--- config.mk ---
export PLATFORM = sky130hd
export DESIGN_NAME = muldiv_seq
export DESIGN_NICKNAME = d
export VERILOG_FILES = /design/src/rtl/muldiv_seq.sv
export SDC_FILE = /design/constraint.sdc
export NUM_CORES = 1
export LEC_CHECK = 0
export CAP_MARGIN = 20
export CORE_ASPECT_RATIO = 1.75
export CORE_MARGIN = 3
export CORE_UTILIZATION = 65
export CTS_CLUSTER_SIZE = 12
export DETAILED_ROUTE_END_ITERATION = 16
export PLACE_DENSITY = 0.93
export SETUP_SLACK_MARGIN = 0.3
export SLEW_MARGIN = 0
export SYNTH_ARGS = -nofsm -noshare
export SYNTH_HDL_FRONTEND = slang
export SYNTH_SLANG_ARGS = --single-unit
--- constraint.sdc ---
create_clock -name clk -period 5 [get_ports clk]
set_input_delay 1.5 -clock clk [delete_from_list [all_inputs] [get_ports clk]]
set_output_delay 1.5 -clock clk [all_outputs]
set_load 0.01 [all_outputs]
--- src/rtl/muldiv_seq.sv ---
// Iterative RV32M multiply/divide unit: shift-add multiply, restoring divide,
// fixed WIDTH-cycle loop followed by a sign-fixup cycle and a done pulse.
module muldiv_seq #(
    parameter int WIDTH = 32
) (
    input  logic             clk,
    input  logic             rst,
    input  logic             start,
    input  logic [2:0]       op,
    input  logic [WIDTH-1:0] SrcA,
    input  logic [WIDTH-1:0] SrcB,
    output logic             busy,
    output logic             done,
    output logic [WIDTH-1:0] result,
    output logic             div_by_zero
);
    localparam int CW = $clog2(WIDTH);

    typedef enum logic [1:0] {IDLE, CALC, FIXUP, DONE} state_t;

    state_t             state_q, state_d;
    logic [2:0]         op_q, op_d;
    logic [WIDTH-1:0]   a_q, a_d;
    logic [WIDTH-1:0]   m_q, m_d;
    logic [WIDTH-1:0]   q_q, q_d;
    logic [WIDTH-1:0]   acc_q, acc_d;
    logic               neg_a_q, neg_a_d;
    logic               neg_b_q, neg_b_d;
    logic [CW-1:0]      cnt_q, cnt_d;
    logic [WIDTH-1:0]   result_q, result_d;
    logic               dbz_q, dbz_d;

    logic               sign_a, sign_b;
    logic [WIDTH-1:0]   mag_a, mag_b;
    logic [WIDTH:0]     mul_sum;
    logic [WIDTH:0]     div_sh;
    logic [WIDTH+1:0]   div_sub;
    logic [2*WIDTH-1:0] prod, prod_fix;
    logic [WIDTH-1:0]   quo_fix, rem_fix;
    logic               is_dbz;

    always_comb begin
        sign_a = ((op == 3'b001) || (op == 3'b010) || (op == 3'b100) || (op == 3'b110))
                 && SrcA[WIDTH-1];
        sign_b = ((op == 3'b001) || (op == 3'b100) || (op == 3'b110)) && SrcB[WIDTH-1];
        mag_a  = sign_a ? -SrcA : SrcA;
        mag_b  = sign_b ? -SrcB : SrcB;

        mul_sum = {1'b0, acc_q} + (q_q[0] ? {1'b0, m_q} : {(WIDTH+1){1'b0}});
        // Subtract as add-of-complement: top bit is the carry, 1 means no borrow.
        div_sh  = {acc_q, q_q[WIDTH-1]};
        div_sub = {1'b0, div_sh} + {1'b0, ~{1'b0, m_q}} + (WIDTH+2)'(1);

        prod     = {acc_q, q_q};
        prod_fix = (neg_a_q ^ neg_b_q) ? -prod : prod;
        quo_fix  = (neg_a_q ^ neg_b_q) ? -q_q : q_q;
        rem_fix  = neg_a_q ? -acc_q : acc_q;
        is_dbz   = op_q[2] && (m_q == '0);
    end

    always_comb begin
        state_d  = state_q;
        op_d     = op_q;
        a_d      = a_q;
        m_d      = m_q;
        q_d      = q_q;
        acc_d    = acc_q;
        neg_a_d  = neg_a_q;
        neg_b_d  = neg_b_q;
        cnt_d    = cnt_q;
        result_d = result_q;
        dbz_d    = dbz_q;
        case (state_q)
            IDLE: begin
                if (start) begin
                    op_d    = op;
                    a_d     = SrcA;
                    neg_a_d = sign_a;
                    neg_b_d = sign_b;
                    acc_d   = '0;
                    cnt_d   = '0;
                    // m holds the multiplicand or divisor; q the multiplier or dividend.
                    m_d     = op[2] ? mag_b : mag_a;
                    q_d     = op[2] ? mag_a : mag_b;
                    state_d = CALC;
                end
            end
            CALC: begin
                if (op_q[2]) begin
                    if (div_sub[WIDTH+1]) begin
                        acc_d = div_sub[WIDTH-1:0];
                        q_d   = {q_q[WIDTH-2:0], 1'b1};
                    end else begin
                        acc_d = div_sh[WIDTH-1:0];
                        q_d   = {q_q[WIDTH-2:0], 1'b0};
                    end
                end else begin
                    acc_d = mul_sum[WIDTH:1];
                    q_d   = {mul_sum[0], q_q[WIDTH-1:1]};
                end
                cnt_d = cnt_q + CW'(1);
                if (cnt_q == CW'(WIDTH-1)) begin
                    state_d = FIXUP;
                end
            end
            FIXUP: begin
                dbz_d = is_dbz;
                case (op_q)
                    3'b000:                 result_d = prod_fix[WIDTH-1:0];
                    3'b001, 3'b010, 3'b011: result_d = prod_fix[2*WIDTH-1:WIDTH];
                    3'b100, 3'b101:         result_d = is_dbz ? {WIDTH{1'b1}} : quo_fix;
                    default:                result_d = is_dbz ? a_q : rem_fix;
                endcase
                state_d = DONE;
            end
            default: begin
                state_d = IDLE;
            end
        endcase
    end

    always_ff @(posedge clk) begin
        if (rst) begin
            state_q  <= IDLE;
            op_q     <= '0;
            a_q      <= '0;
            m_q      <= '0;
            q_q      <= '0;
            acc_q    <= '0;
            neg_a_q  <= 1'b0;
            neg_b_q  <= 1'b0;
            cnt_q    <= '0;
            result_q <= '0;
            dbz_q    <= 1'b0;
        end else begin
            state_q  <= state_d;
            op_q     <= op_d;
            a_q      <= a_d;
            m_q      <= m_d;
            q_q      <= q_d;
            acc_q    <= acc_d;
            neg_a_q  <= neg_a_d;
            neg_b_q  <= neg_b_d;
            cnt_q    <= cnt_d;
            result_q <= result_d;
            dbz_q    <= dbz_d;
        end
    end

    assign busy        = (state_q != IDLE);
    assign done        = (state_q == DONE);
    assign result      = result_q;
    assign div_by_zero = dbz_q;

endmodule
# After elaboration in Yosys (flattened, before gate mapping)
# Index checks and enable logic that the tools add are counted.
# Widths: inputs -> output; s select.
[word_totals]
reg_bits = 173
inputBits = 70
out_inout_bits = 35
[op_classes]
n_addsub = 9
eq_ne = 15
n_mux = 24
n_bitwise = 2
reduce_logical = 18
[op_table]
columns = ["operator", "count"]
rows = [
  ["$mux 32", 14],
  ["$neg 32->32", 4],
  ["$pmux 32 s2", 2],
  ["$pmux 32 s3", 1],
  ["$mux 64", 1],
  ["$neg 64->64", 1],
  ["$add 33x33->34", 1],
  ["$add 34x1->34 const B", 1],
  ["$add 32x32->33", 1],
  ["$not 32->33", 1],
  ["$logic_not 32->1", 1],
  ["$eq 3x3->1 const B", 4],
  ["$pmux 5 s2", 1],
  ["$eq 3x2->1 const B", 3],
  ["$eq 3x1->1 const B", 2],
  ["$pmux 2 s3", 1],
  ["$reduce_and 2->1", 3],
  ["$add 5x1->5 const B", 1],
  ["$eq 5x5->1 const B", 1],
  ["$logic_or 1x1->1", 5],
  ["$mux 5", 1],
  ["$eq 2x2->1 const B", 2],
  ["$mux 2", 2],
  ["$ne 2x2->1 const B", 2],
  ["9 further kinds", 12],
]

# Depth between registers and ports, before layout
[logic_depth]
depth_word = 9
ltp_mapped = 14
depth_no_buf = 13

# Worst setup path after synthesis
# Ideal clock, no wire load.
[synth_timing]
path_kind = "input -> register"
start = "input SrcA[10]"
end = "register q_q[30]"
t_arrival_ns = 3.724
t_required_ns = 4.905
setup_slack_ns = 1.181
cell_stages = 8
path_cell_list = "or4_1 nor4_1 nand4_1 o21ai_0 xnor2_1 nor2_1 a211o_1 a221oi_1"
[synth_between]
elab_chain_len = 5
[synth_rtl]
columns = ["item", "line_no", "source"]
rows = [
  ["start: declaration", "10", "input logic [WIDTH-1:0] SrcA,"],
  ["$neg 32->32", "46", "mag_a = sign_a ? -SrcA : SrcA;"],
  ["$mux 32", "46", ""],
  ["$mux 32", "84", "q_d = op[2] ? mag_a : mag_b;"],
  ["$mux 32", "75", "if (start) begin"],
  ["$pmux 32 s2", "73", "case (state_q)"],
  ["end signal: assignment", "140", "q_q <= q_d;"],
  ["end: declaration", "25", "logic [WIDTH-1:0] q_q, q_d;"],
]
# No other way between the ends. The select of a mux whose other input is x is not followed.
# A chain may end at the register's enable or synchronous reset.

# Worst setup path in the final report
[layout_timing]
start = "register q_q[0]"
end = "register acc_q[28]"
[layout_between]
elab_chain_len = 4
[layout_rtl]
columns = ["item", "line_no", "source"]
rows = [
  ["$mux 32", "49", "mul_sum = {1'b0, acc_q} + (q_q[0] ? {1'b0, m_q} : {(WIDTH+1){1'b0}});"],
  ["$add 32x32->33", "49", ""],
  ["$mux 32", "89", "if (op_q[2]) begin"],
  ["$pmux 32 s2", "73", ""],
  ["end signal: assignment", "129", "acc_q <= '0;"],
  ["end signal: assignment", "141", "acc_q <= acc_d;"],
  ["end: declaration", "26", "logic [WIDTH-1:0] acc_q, acc_d;"],
]
# No other way between the ends.

==> results_dict.tcl <==
set metrics [dict create \
    hold_viol 0 \
    hpwl_mm 42.7 \
    grt_antenna_before_repair 1 \
    final_cell_mix "nor2_1, a21oi_1, nand2_1" \
    whs_path_depth 2 \
    start_util_pct 66.9 \
    ys_seq_area_share_pct 22.5 \
    holdBufCountCts 0 \
    ant_nets 0 \
    synth_seq_cells 173 \
    outcome "completed" \
    synth_top_area_share_pct 22.5 \
    h-tree-depth 4 \
    first_iter_violations 2064 \
    synth_top_family_by_area "compound AO/OA/AOI/OAI gates" \
    ys.flop_type "dfxtp_1" \
    p_leak_uw 0.00704 \
    clock_path_buffers 2 \
    clock_latency_ns 0.46 \
    io_buffer_count 104 \
    slew_viol_final 0 \
    die_y_um 210 \
    area_growth_pct 11.8 \
    num_vias 17000 \
    rsz0062_at_grt "no" \
    hold_start "a_q[10]" \
    start_kind "register" \
    max_cap_viol_count 0 \
    postCtsSetupRepairBufs 0 \
    power_density_mw_per_mm2 448 \
    io_pins 105 \
    synth_area_sq_mm 0.0154 \
    fin_crit_sh_pct 88.3 \
    r2r-start "q_q[0]" \
    core_sq_mm 0.0230 \
    yosys.area_share.simple_pct 22.6 \
    clkSinkCount 173 \
    synth_nets 2299 \
    syn_inst 2153 \
    max_freq_mhz 227 \
    worstSetupPathType "reg -> reg" \
    grt_pass1_vias 16700 \
    drt-vias-per-instance 6.81 \
    async_flop_share_pct 0 \
    synth.largest_area_cell "dfxtp_1" \
    grt_overflow_total 0 \
    place_area_sq_mm 0.0166 \
    post_cts_resized 0 \
    synthAdderAreaFrac_pct 6.28 \
    worstRegToRegCells 12 \
    fin_crit_ns 4.41 \
    crit_arrival_ns 4.75 \
    fp.dieArea_sq_mm 0.0256 \
    synthDistinctLibCells 81 \
    synth_mux_area_share_pct 4.27 \
    final_common_cell "nor2_1" \
    cts_buffers 17 \
    totalWireLength_mm 56.5 \
    clkTransAtPathRegs_ns 0.07 \
    dr.pass1.iters 6 \
    synth_edf_count 0 \
    worst-path-max-fanout 23 \
    yosys_warnings 0 \
    gp_congestion 1.04 \
    hold_path_class "reg -> reg" \
    stdcell_area_sq_mm 0.0172 \
    drc_errors 0 \
    regToRegSetupSlack_ns 0.59 \
    syn_area_per_cell_sq_um 7.15 \
    yosys-top-cells-area "dfxtp_1, a21oi_1, nor2_1" \
    clock_skew_ns 0.00857 \
    reg2reg_to "acc_q[28]" \
    grt_pass1_wl_mm 88.0 \
    grt_start_max_net_pins 104 \
    setup_tns_ns 0 \
    cts-root-buf "clkbuf_16" \
    wl_per_cell_um 22.7 \
    drive_gt1_share_pct 6.22 \
    finish.net_count 2319 \
    die_w_um 122 \
    synth-compound-area-share_pct 27.6 \
    setup_viol 0 \
    cts_tree "yes" \
    critPathRequiredTime_ns 5.34 \
    fp-row-count 73 \
    power_uw 7700 \
    tightest_slew_ns 1.09 \
    relSlewSlack_pct 27.6 \
    endpoint_kind "register" \
    synth_xor_area_share_pct 11.2 \
    holdPathEnd "a_q[10]" \
    ir_worst_vdd_mv 0.403 \
    grt_usage_pct 43.7 \
]
worst max-delay path by stage:
stage,startpoint,endpoint,slack (ns)
after floorplan,SrcA[10],q_q[30],1.18
final,q_q[0],acc_q[28],0.59
after CTS,SrcB[8],q_q[30],0.87
after global placement,SrcB[8],q_q[30],0.48
after detailed placement,SrcB[8],q_q[30],0.40
after global routing,q_q[0],acc_q[28],0.54
cells by family after synthesis:
family | count (synthesis)
AO/OA/AOI/OAI | 668
XOR/XNOR | 196
adder cells (fa/ha/maj) | 76
buffers and inverters | 223
flip-flops | 173
multiplexers | 63
AND/OR/NAND/NOR | 754
where the power goes:
part	internal, uW	switching [uW]	total (uW)	leakage [uW]
combinational	1530	2590	4120	0.00533
clock	754	646	1400	0.000288
sequential	1720	457	2180	0.00142
critical path, cell delays in order (launching register included):
cell	delay [ns]
dfxtp_1	0.40
inv_1	0.32
buf_4	0.35
nor2_1	0.09
ha_1	0.37
nand2_1	0.13
a311oi_1	0.63
nor4_1	0.19
o31ai_1	0.54
a31oi_1	0.33
or3_1	0.39
o311ai_0	0.43
o31ai_1	0.13
flip-flops by register name, indices dropped and copies added, names as in the netlist:
register and cells:
a_q 32, acc_q 32, cnt_q 5, div_by_zero 1
m_q 32, neg_a_q 1, neg_b_q 1, op_q 3
q_q 32, result 32, state_q 2
metal layers:
layer  wire (um)  track usage, %  part of all wire [%]
met5           0               0                     0
met4        5320            35.2                   9.4
met3        4370            7.87                   7.7
met2       27100            72.6                    48
met1       19700            47.8                    35
per-stage QoR:
stage / std cells / setup WS [ns] / util [%] / hold WS (ns)
detailed placement: 2454 / 0.396 / 72.1 / 0.448
global route: 2487 / 0.540 / 74.7 / 0.474
floorplan: 2153 / 1.18 / - / 0.432
global placement: 2453 / 0.477 / 72.1 / 0.442
CTS: 2486 / 0.868 / 74.7 / 0.458
finish: 2488 / 0.585 / 74.7 / 0.456
synth_stat cells (23+ instances only):
cell and instances:
nor3_1 65, mux2i_1 42, o21ai_0 126, nand3_1 25, or3_1 23, a21oi_1 237
clkbuf_1 124, ha_1 74, nor4_1 28, a21o_1 34, nand2_1 223, a211oi_1 64
dfxtp_1 173, xor2_1 109, nor2_1 275, inv_1 74, xnor2_1 87
area by class of cell:
type | instances | area [sq um]
multi-input cells | 1757 | 11100
fillers | 1844 | 5810
flip-flops and latches | 173 | 3460
repair buffers | 148 | 1360
clock buffers | 17 | 425
well taps | 300 | 375
inverters | 76 | 285
clock inverters | 15 | 179
diodes | 2 | 5.00
Power figures use the tool's default switching activity.
